[config.mk]
export PLATFORM = sky130hd
export DESIGN_NAME = fetch_sequencer
export DESIGN_NICKNAME = d
export VERILOG_FILES = /design/src/rtl/fetch_pkg.sv /design/src/rtl/fetch_timeout_ctr.sv /design/src/rtl/fetch_sequencer.sv
export SDC_FILE = /design/constraint.sdc
export NUM_CORES = 1
export LEC_CHECK = 0
export BUFFER_PORTS_ARGS = -buffer_cell sky130_fd_sc_hd__buf_2
export CAP_MARGIN = 20
export CORE_ASPECT_RATIO = 1.5
export CORE_MARGIN = 5
export CORE_UTILIZATION = 52
export CTS_CLUSTER_DIAMETER = 60
export DETAILED_ROUTE_END_ITERATION = 6
export PLACE_DENSITY_LB_ADDON = 0.3
export SLEW_MARGIN = 20
export SYNTH_ARGS = -nofsm -noshare
export SYNTH_HDL_FRONTEND = slang
export SYNTH_HIERARCHICAL = 1
export SYNTH_SLANG_ARGS = --single-unit
export TNS_END_PERCENT = 5
[constraint.sdc]
create_clock -name clk_i -period 3.3 [get_ports clk_i]
set_clock_uncertainty 0.05 [all_clocks]
set_input_delay 0.165 -clock clk_i [delete_from_list [all_inputs] [get_ports clk_i]]
set_output_delay 0.165 -clock clk_i [all_outputs]
set_load 0.01 [all_outputs]
[src/rtl/fetch_pkg.sv]
// fetch_pkg: shared types and helpers for the instruction fetch sequencer.
//   fetch_state_t   - sequencer FSM states
//   BYTES_PER_INSTR - bytes per instruction word
//   lane_onehot()   - big-endian IR byte-lane strobe for a byte index
package fetch_pkg;

    typedef enum logic [1:0] {
        IDLE = 2'd0,
        REQ  = 2'd1,
        DONE = 2'd2
    } fetch_state_t;

    localparam int unsigned BYTES_PER_INSTR = 4;

    // Byte 0 (at pc) is the opcode byte and lands in the most significant lane.
    function automatic logic [3:0] lane_onehot(input logic [1:0] idx);
        return 4'b1000 >> idx;
    endfunction

endpackage

[src/rtl/fetch_timeout_ctr.sv]
// fetch_timeout_ctr: per-byte wait counter for the fetch sequencer.
//   clk_i, rst_i  - clock and asynchronous active-high reset
//   clear_i       - restart the count (outside REQ, or on a memory ack)
//   run_i         - count this cycle (sequencer is waiting in REQ)
//   expired_o     - this is the last allowed waiting cycle
// Only instantiated when FETCH_TIMEOUT_EN is defined.
module fetch_timeout_ctr #(
    parameter int unsigned TIMEOUT_CYCLES = 15
) (
    input  logic clk_i,
    input  logic rst_i,
    input  logic clear_i,
    input  logic run_i,
    output logic expired_o
);

    localparam int unsigned CntW = (TIMEOUT_CYCLES < 2) ? 1 : $clog2(TIMEOUT_CYCLES);

    logic [CntW-1:0] cnt_q, cnt_d;

    always_comb begin
        cnt_d = cnt_q;
        if (clear_i) begin
            cnt_d = '0;
        end else if (run_i) begin
            cnt_d = cnt_q + 1'b1;
        end
    end

    always_ff @(posedge clk_i or posedge rst_i) begin
        if (rst_i) begin
            cnt_q <= '0;
        end else begin
            cnt_q <= cnt_d;
        end
    end

    // Count starts at 0 on the first waiting cycle, so TIMEOUT_CYCLES-1 marks the last one.
    assign expired_o = (cnt_q == CntW'(TIMEOUT_CYCLES - 1));

endmodule

[src/rtl/fetch_sequencer.sv]
// fetch_sequencer: fetches one 32-bit instruction as four bytes from byte-wide memory.
//   clk_i, rst_i  - clock and asynchronous active-high reset
//   fetch_go_i    - start a fetch at pc (IDLE only)
//   pc_load_i     - load pc from pc_next_i (IDLE only, wins over fetch_go_i)
//   pc_next_i     - branch/jump target
//   mem_ack_i     - memory byte valid this cycle
//   mem_req_o     - byte read request
//   mem_addr_o    - byte address pc + byte index (wraps)
//   rw_o          - 0 while reading, 1 otherwise
//   ir_write_o    - one-hot IR byte-lane strobe (Mealy on mem_ack_i)
//   pc_o          - current instruction address
//   busy_o        - not IDLE
//   fetch_done_o  - one-cycle pulse when the IR holds a complete instruction
//   fetch_err_o   - sticky timeout flag, cleared by the next fetch
// Build option: define FETCH_TIMEOUT_EN to abort a byte wait after TIMEOUT_CYCLES cycles;
// without it REQ waits indefinitely and fetch_err_o is tied low.
module fetch_sequencer
    import fetch_pkg::*;
#(
    parameter int unsigned ADDR_W         = 16,
    parameter int unsigned PC_RESET       = 0,
    parameter int unsigned TIMEOUT_CYCLES = 15
) (
    input  logic              clk_i,
    input  logic              rst_i,
    input  logic              fetch_go_i,
    input  logic              pc_load_i,
    input  logic [ADDR_W-1:0] pc_next_i,
    input  logic              mem_ack_i,
    output logic              mem_req_o,
    output logic [ADDR_W-1:0] mem_addr_o,
    output logic              rw_o,
    output logic [3:0]        ir_write_o,
    output logic [ADDR_W-1:0] pc_o,
    output logic              busy_o,
    output logic              fetch_done_o,
    output logic              fetch_err_o
);

    fetch_state_t      state_q, state_d;
    logic [ADDR_W-1:0] pc_q, pc_d;
    logic [1:0]        idx_q, idx_d;
    logic              timeout;

`ifdef FETCH_TIMEOUT_EN
    logic err_q, err_d;

    fetch_timeout_ctr #(
        .TIMEOUT_CYCLES(TIMEOUT_CYCLES)
    ) u_timeout (
        .clk_i    (clk_i),
        .rst_i    (rst_i),
        .clear_i  ((state_q != REQ) || mem_ack_i),
        .run_i    (state_q == REQ),
        .expired_o(timeout)
    );

    assign fetch_err_o = err_q;
`else
    logic unused_timeout_cfg;
    assign unused_timeout_cfg = ^TIMEOUT_CYCLES;
    assign timeout            = 1'b0;
    assign fetch_err_o        = 1'b0;
`endif

    always_comb begin
        state_d = state_q;
        pc_d    = pc_q;
        idx_d   = idx_q;
`ifdef FETCH_TIMEOUT_EN
        err_d   = err_q;
`endif
        case (state_q)
            IDLE: begin
                if (pc_load_i) begin
                    pc_d = pc_next_i;
                end else if (fetch_go_i) begin
                    idx_d   = '0;
`ifdef FETCH_TIMEOUT_EN
                    err_d   = 1'b0;
`endif
                    state_d = REQ;
                end
            end
            REQ: begin
                if (mem_ack_i) begin
                    if (idx_q == 2'(BYTES_PER_INSTR - 1)) begin
                        state_d = DONE;
                    end else begin
                        idx_d = idx_q + 2'd1;
                    end
                end else if (timeout) begin
                    // Abandon the fetch; pc stays on the faulting instruction.
`ifdef FETCH_TIMEOUT_EN
                    err_d   = 1'b1;
`endif
                    state_d = IDLE;
                end
            end
            DONE: begin
                pc_d    = pc_q + ADDR_W'(BYTES_PER_INSTR);
                idx_d   = '0;
                state_d = IDLE;
            end
            default: state_d = IDLE;
        endcase
    end

    always_ff @(posedge clk_i or posedge rst_i) begin
        if (rst_i) begin
            state_q <= IDLE;
            pc_q    <= ADDR_W'(PC_RESET);
            idx_q   <= '0;
`ifdef FETCH_TIMEOUT_EN
            err_q   <= 1'b0;
`endif
        end else begin
            state_q <= state_d;
            pc_q    <= pc_d;
            idx_q   <= idx_d;
`ifdef FETCH_TIMEOUT_EN
            err_q   <= err_d;
`endif
        end
    end

    assign mem_req_o    = (state_q == REQ);
    assign rw_o         = (state_q != REQ);
    assign mem_addr_o   = pc_q + ADDR_W'(idx_q);
    assign ir_write_o   = (state_q == REQ && mem_ack_i) ? lane_onehot(idx_q) : 4'b0000;
    assign pc_o         = pc_q;
    assign busy_o       = (state_q != IDLE);
    assign fetch_done_o = (state_q == DONE);

endmodule

=== Word-level counts from Yosys, hierarchy flattened ===
Cells that the tools add are included.

* Word-level logic and storage cells: 38
* Latch bits: 0
* Flip-flop bits (word level): 20
* Input bits: 21
* Memories: 0
* Memory bits (writable): 0
* Memory bits (read-only): 0
* Output and inout bits: 41

* Bitwise logic cells: 0
* Mux-type cells: 13
* Reduce and logical (&&, ||, !) cells: 8
* Div/mod/pow operators: 0
* Shifts and indexed selects: 1
* $add $sub $neg: 3
* Eq/ne operators: 10
* $mul: 0
* Magnitude comparators: 0

{| class="wikitable"
|+ Operators with widths
! operator !! count
|-
| 16-bit case mux with 2 select lines || 1
|-
| 16-bit by 2-bit adder with 16-bit output || 1
|-
| 16-bit by 3-bit adder with 16-bit output (second input constant) || 1
|-
| 16-bit two-way mux || 1
|-
| 2-bit two-way mux || 8
|-
| 2-bit inequality test (second input constant) || 5
|-
| 2-bit case mux with 3 select lines || 1
|-
| 5-bit AND reduction || 1
|-
| 2-bit equality test (second input constant) || 2
|-
| 4-bit two-way mux || 1
|-
| 2-bit by 1-bit inequality test with 1-bit output (second input constant) || 2
|-
| 2-bit case mux with 2 select lines || 1
|-
| 4-bit AND reduction || 1
|-
| 2-bit nonzero test || 2
|-
| 4-bit by 2-bit right shift with 4-bit output (first input constant) || 1
|-
| 3-bit nonzero test || 1
|-
| 2-bit by 1-bit adder with 2-bit output (second input constant) || 1
|-
| 2-bit by 1-bit equality test with 1-bit output (second input constant) || 1
|-
| 2-bit logical NOT || 1
|-
| 2-bit AND reduction || 1
|-
| 1-bit logical AND || 1
|}

=== Depth between registers and ports, before layout ===
* Depth after elaboration: 4
* Depth in mapped cells: 6

=== Worst setup path before layout ===
Ideal clock, no wire load.

* Path type: register -> output
* From: register idx_q[0]
* To: output port mem_addr_o[10]
* Slack: 1.394 ns
* Stages on the path, launching flop included: 7
* Required time: 3.085 ns
* Arrival: 1.691 ns
* Cell sequence: dfrtp_1 > ha_1 > inv_1 > fa_1 > or2_1 > nor2_1 > xor2_1

* Cells in the longest elaborated chain, start to end: 1

{| class="wikitable"
|+ Ends and longest elaborated chain
! element !! line !! text
|-
| from (decl) || fetch_sequencer.sv:42 || <nowiki>logic [1:0] idx_q, idx_d;</nowiki>
|-
| from (signal assigned) || fetch_sequencer.sv:120 || <nowiki>idx_q <= idx_d;</nowiki>
|-
| 16-bit by 2-bit adder with 16-bit output || fetch_sequencer.sv:129 || <nowiki>assign mem_addr_o = pc_q + ADDR_W'(idx_q);</nowiki>
|-
| to (decl) || fetch_sequencer.sv:31 || <nowiki>output logic [ADDR_W-1:0] mem_addr_o,</nowiki>
|}

Every way passes these cells.

=== Final worst setup path ===
Ends and elaborated chain as after synthesis.

==> results_dict.tcl <==
set metrics [dict create \
    finish.net_count 259 \
    vias 1482 \
    period_share 0.730 \
    dp_hpwl_mm 2.95 \
    place_congestion 0.773 \
    io_buffer_count 60 \
    numCtsBuffers 3 \
    clock_sink_count 20 \
    area_growth_syn_to_layout_pct 22.2 \
    worst_slack_setup_final_ps 891 \
    cts_repair_resize_count 0 \
    boundaryPins 62 \
    synth_common_cells "nand2_1 (21), dfrtp_1 (20), nor2_1 (15)" \
    startpoint_type "flip-flop" \
    wp_data_required_ps 3080 \
    core_area_mm2 0.00285 \
    antenna_found_initial 0 \
    post-synth-top-area-cell "dfrtp_1" \
    globalRouteOverflowTotal 0 \
    drt_wl_total_mm 3.83 \
    num_antenna_cells 0 \
    most_common_flop_cell_mapped_by_yosys "dfrtp_1" \
    report.final.setup_viol 0 \
    synth_enable_flop_cells 0 \
    synthCells 175 \
    worst_setup_path_endpoint "mem_addr_o[10]" \
    clock.fmax_ghz 0.415 \
    drt-initial-drc-count 50 \
    finalHoldWorstSlack_ps -9.19 \
    max-clock-path-buffers 2 \
    synth_seq_cells 20 \
    crit_start "idx_q[0]$_DFFE_PP0P_" \
    drive_gt1_frac 0.316 \
    ant_nets 0 \
    pre_cts_ws_ps 1170 \
    worst-slew-pin-transition_ps 772 \
    grt_setup_unrepaired "false" \
    synth_top_area_frac 0.331 \
    violated_checks "negative hold slack" \
    cts_hold_buf 0 \
    avgSynthCellArea_um2 8.64 \
    floorplan.initialDensity 0.530 \
    clock_insertion_delay_worst_skew_ps 250 \
    htree_num_levels 1 \
    final-hold-violation-count 17 \
    outcome "complete, but fails checks" \
    cap_violations 0 \
    routed_via_density 5.55 \
    fp.dieH_um 76.1 \
    synthesis.nets 204 \
    slew_headroom 0.485 \
    wire_length_of_the_first_global_routing_pass_mm 6.36 \
    powerDensity_mw_per_mm2 904 \
    critical_r2r_capture "pc_o[8]$_DFFE_PP0P_" \
    leakagePower_uw 0.000908 \
    synth_async_sr_flop_share 1.00 \
    period_needed_ps 2410 \
    number_of_global_route_vias_before_repair 1457 \
    hold_path.class "input port to async pin" \
    pin_count_of_the_biggest_net_entering_global_routing 21 \
    drt_drc_violations_left 0 \
    placementRows 24 \
    cts_tree "done" \
    timing.critical_path.to_type "output pin" \
    synth.distinct_cells 48 \
    die_width_um 54.0 \
    yosys_warnings 6 \
    final_layout_setup_total_negative_slack_ps 0 \
    worst-path-max-fanout 6 \
    clk_transition_reported_paths_ps 70 \
    worst_case_reg_to_reg_path_depth 5 \
    detailedRoute.firstPassIterationCount 5 \
    post_synth_main_area_contributors "dfrtp_1 (33%), ha_1 (5.8%), nand2_1 (5.2%)" \
    rrSetupSlack_ps 1450 \
    cts_root_buffer "clkbuf_8" \
    seq_area_frac_synth 0.331 \
    post_drt_wl_per_cell_um 14.3 \
    critPathKind "flip-flop to output pin" \
    mappedNetlistArea_mm2 0.00151 \
    fillCellCount 274 \
    die_area_mm2 0.00411 \
    worst-endpoint-arrival_ps 2190 \
    postCtsSetupRepairBufs 0 \
    reg2reg_from "pc_o[2]$_DFFE_PP0P_" \
    maxSlewViolCount 0 \
    yosys.cell_count.top_type "nand2_1" \
    ir_worst_vdd_mv 0.501 \
    gr-usage-all-layers 0.199 \
]
critical path: stages (launching register included):
cell     delay, ps
dfrtp_1        450
ha_1           230
inv_1           60
fa_1           450
or2_1          330
nor2_1         130
xor2_1         150
buf_2          140
metrics by stage:
step | hold slack, ps | cells | power, uW | util | instance area, um^2
after floorplan | 78.8 | 175 | 1170 | - | 1510
after global placement | 291 | 264 | 1510 | 0.634 | 1810
after detailed placement | 293 | 264 | 1530 | 0.634 | 1810
after CTS | 16.8 | 267 | 1690 | 0.648 | 1850
after global routing | 64.8 | 267 | 1820 | 0.648 | 1850
final | -9.19 | 267 | 1670 | 0.648 | 1850
flip-flops by register name (all words and copies together), names as in the netlist:
name and cells:
pc_o 16, idx_q 2, state_q 2
per-layer routing:
metal / routed length, um / global-route usage
met2: 2030 / 0.359
met1: 1480 / 0.226
met3: 284 / 0.0313
met4: 34 / 0.0648
met5: 0 / 0
power by group:
| group | internal (uW) | switching [uW] |
|---|---|---|
| registers | 355 | 229 |
| logic | 426 | 508 |
| clock network | 81.1 | 73.9 |
cell families after synthesis:
kind of cell               share of synthesized area
and+or+nand+nor                                0.278
AOI/OAI and AO/OA                              0.151
buffers and inverters                         0.0653
DFF                                            0.331
xor gates and xnor gates                      0.0869
adders and majority gates                     0.0711
muxes                                         0.0141
other                                        0.00248
placed cells by master (no fill, tap or decap), drive strengths merged, types with 3 or more instances in the layout:
master  netlist  routed
nand3         6       6
clkbuf        1       3
o22ai         4       4
o311ai        5       5
buf           9      60
xnor2         8       8
xor2          7       7
ha            7       7
nor4          3       3
dfrtp        20      20
nand4         4       4
o211ai        5       5
and3          5       5
o21ai         4       4
inv          12      12
nand2b        3       3
a21oi         6       6
nand2        21      21
nor3          5       5
or2           3       3
nor2         15      15
worst min-delay path by stage:
stage	from	to	slack (ps)	cells after the start
floorplan	rst_i	idx_q[0]$_DFFE_PP0P_	80	1
global placement	rst_i	pc_o[8]$_DFFE_PP0P_	290	2
detailed placement	rst_i	pc_o[8]$_DFFE_PP0P_	290	2
CTS	rst_i	pc_o[8]$_DFFE_PP0P_	20	2
global route	pc_next_i[0]	pc_o[0]$_DFFE_PP0P_	60	3
finish	rst_i	idx_q[1]$_DFFE_PP0P_	-9	2
cell type report:
cell class / instances / area, um^2 / area share
Clock buffer: 3 / 41.3 / 0.0223
Inverter: 12 / 45.0 / 0.0244
Multi-Input combinational cell: 133 / 913 / 0.494
Sequential cell: 20 / 500 / 0.271
Tap cell: 39 / 48.8 / 0.0264
Timing Repair Buffer: 60 / 300 / 0.162
Note: power is estimated with default switching activity, not from simulation.
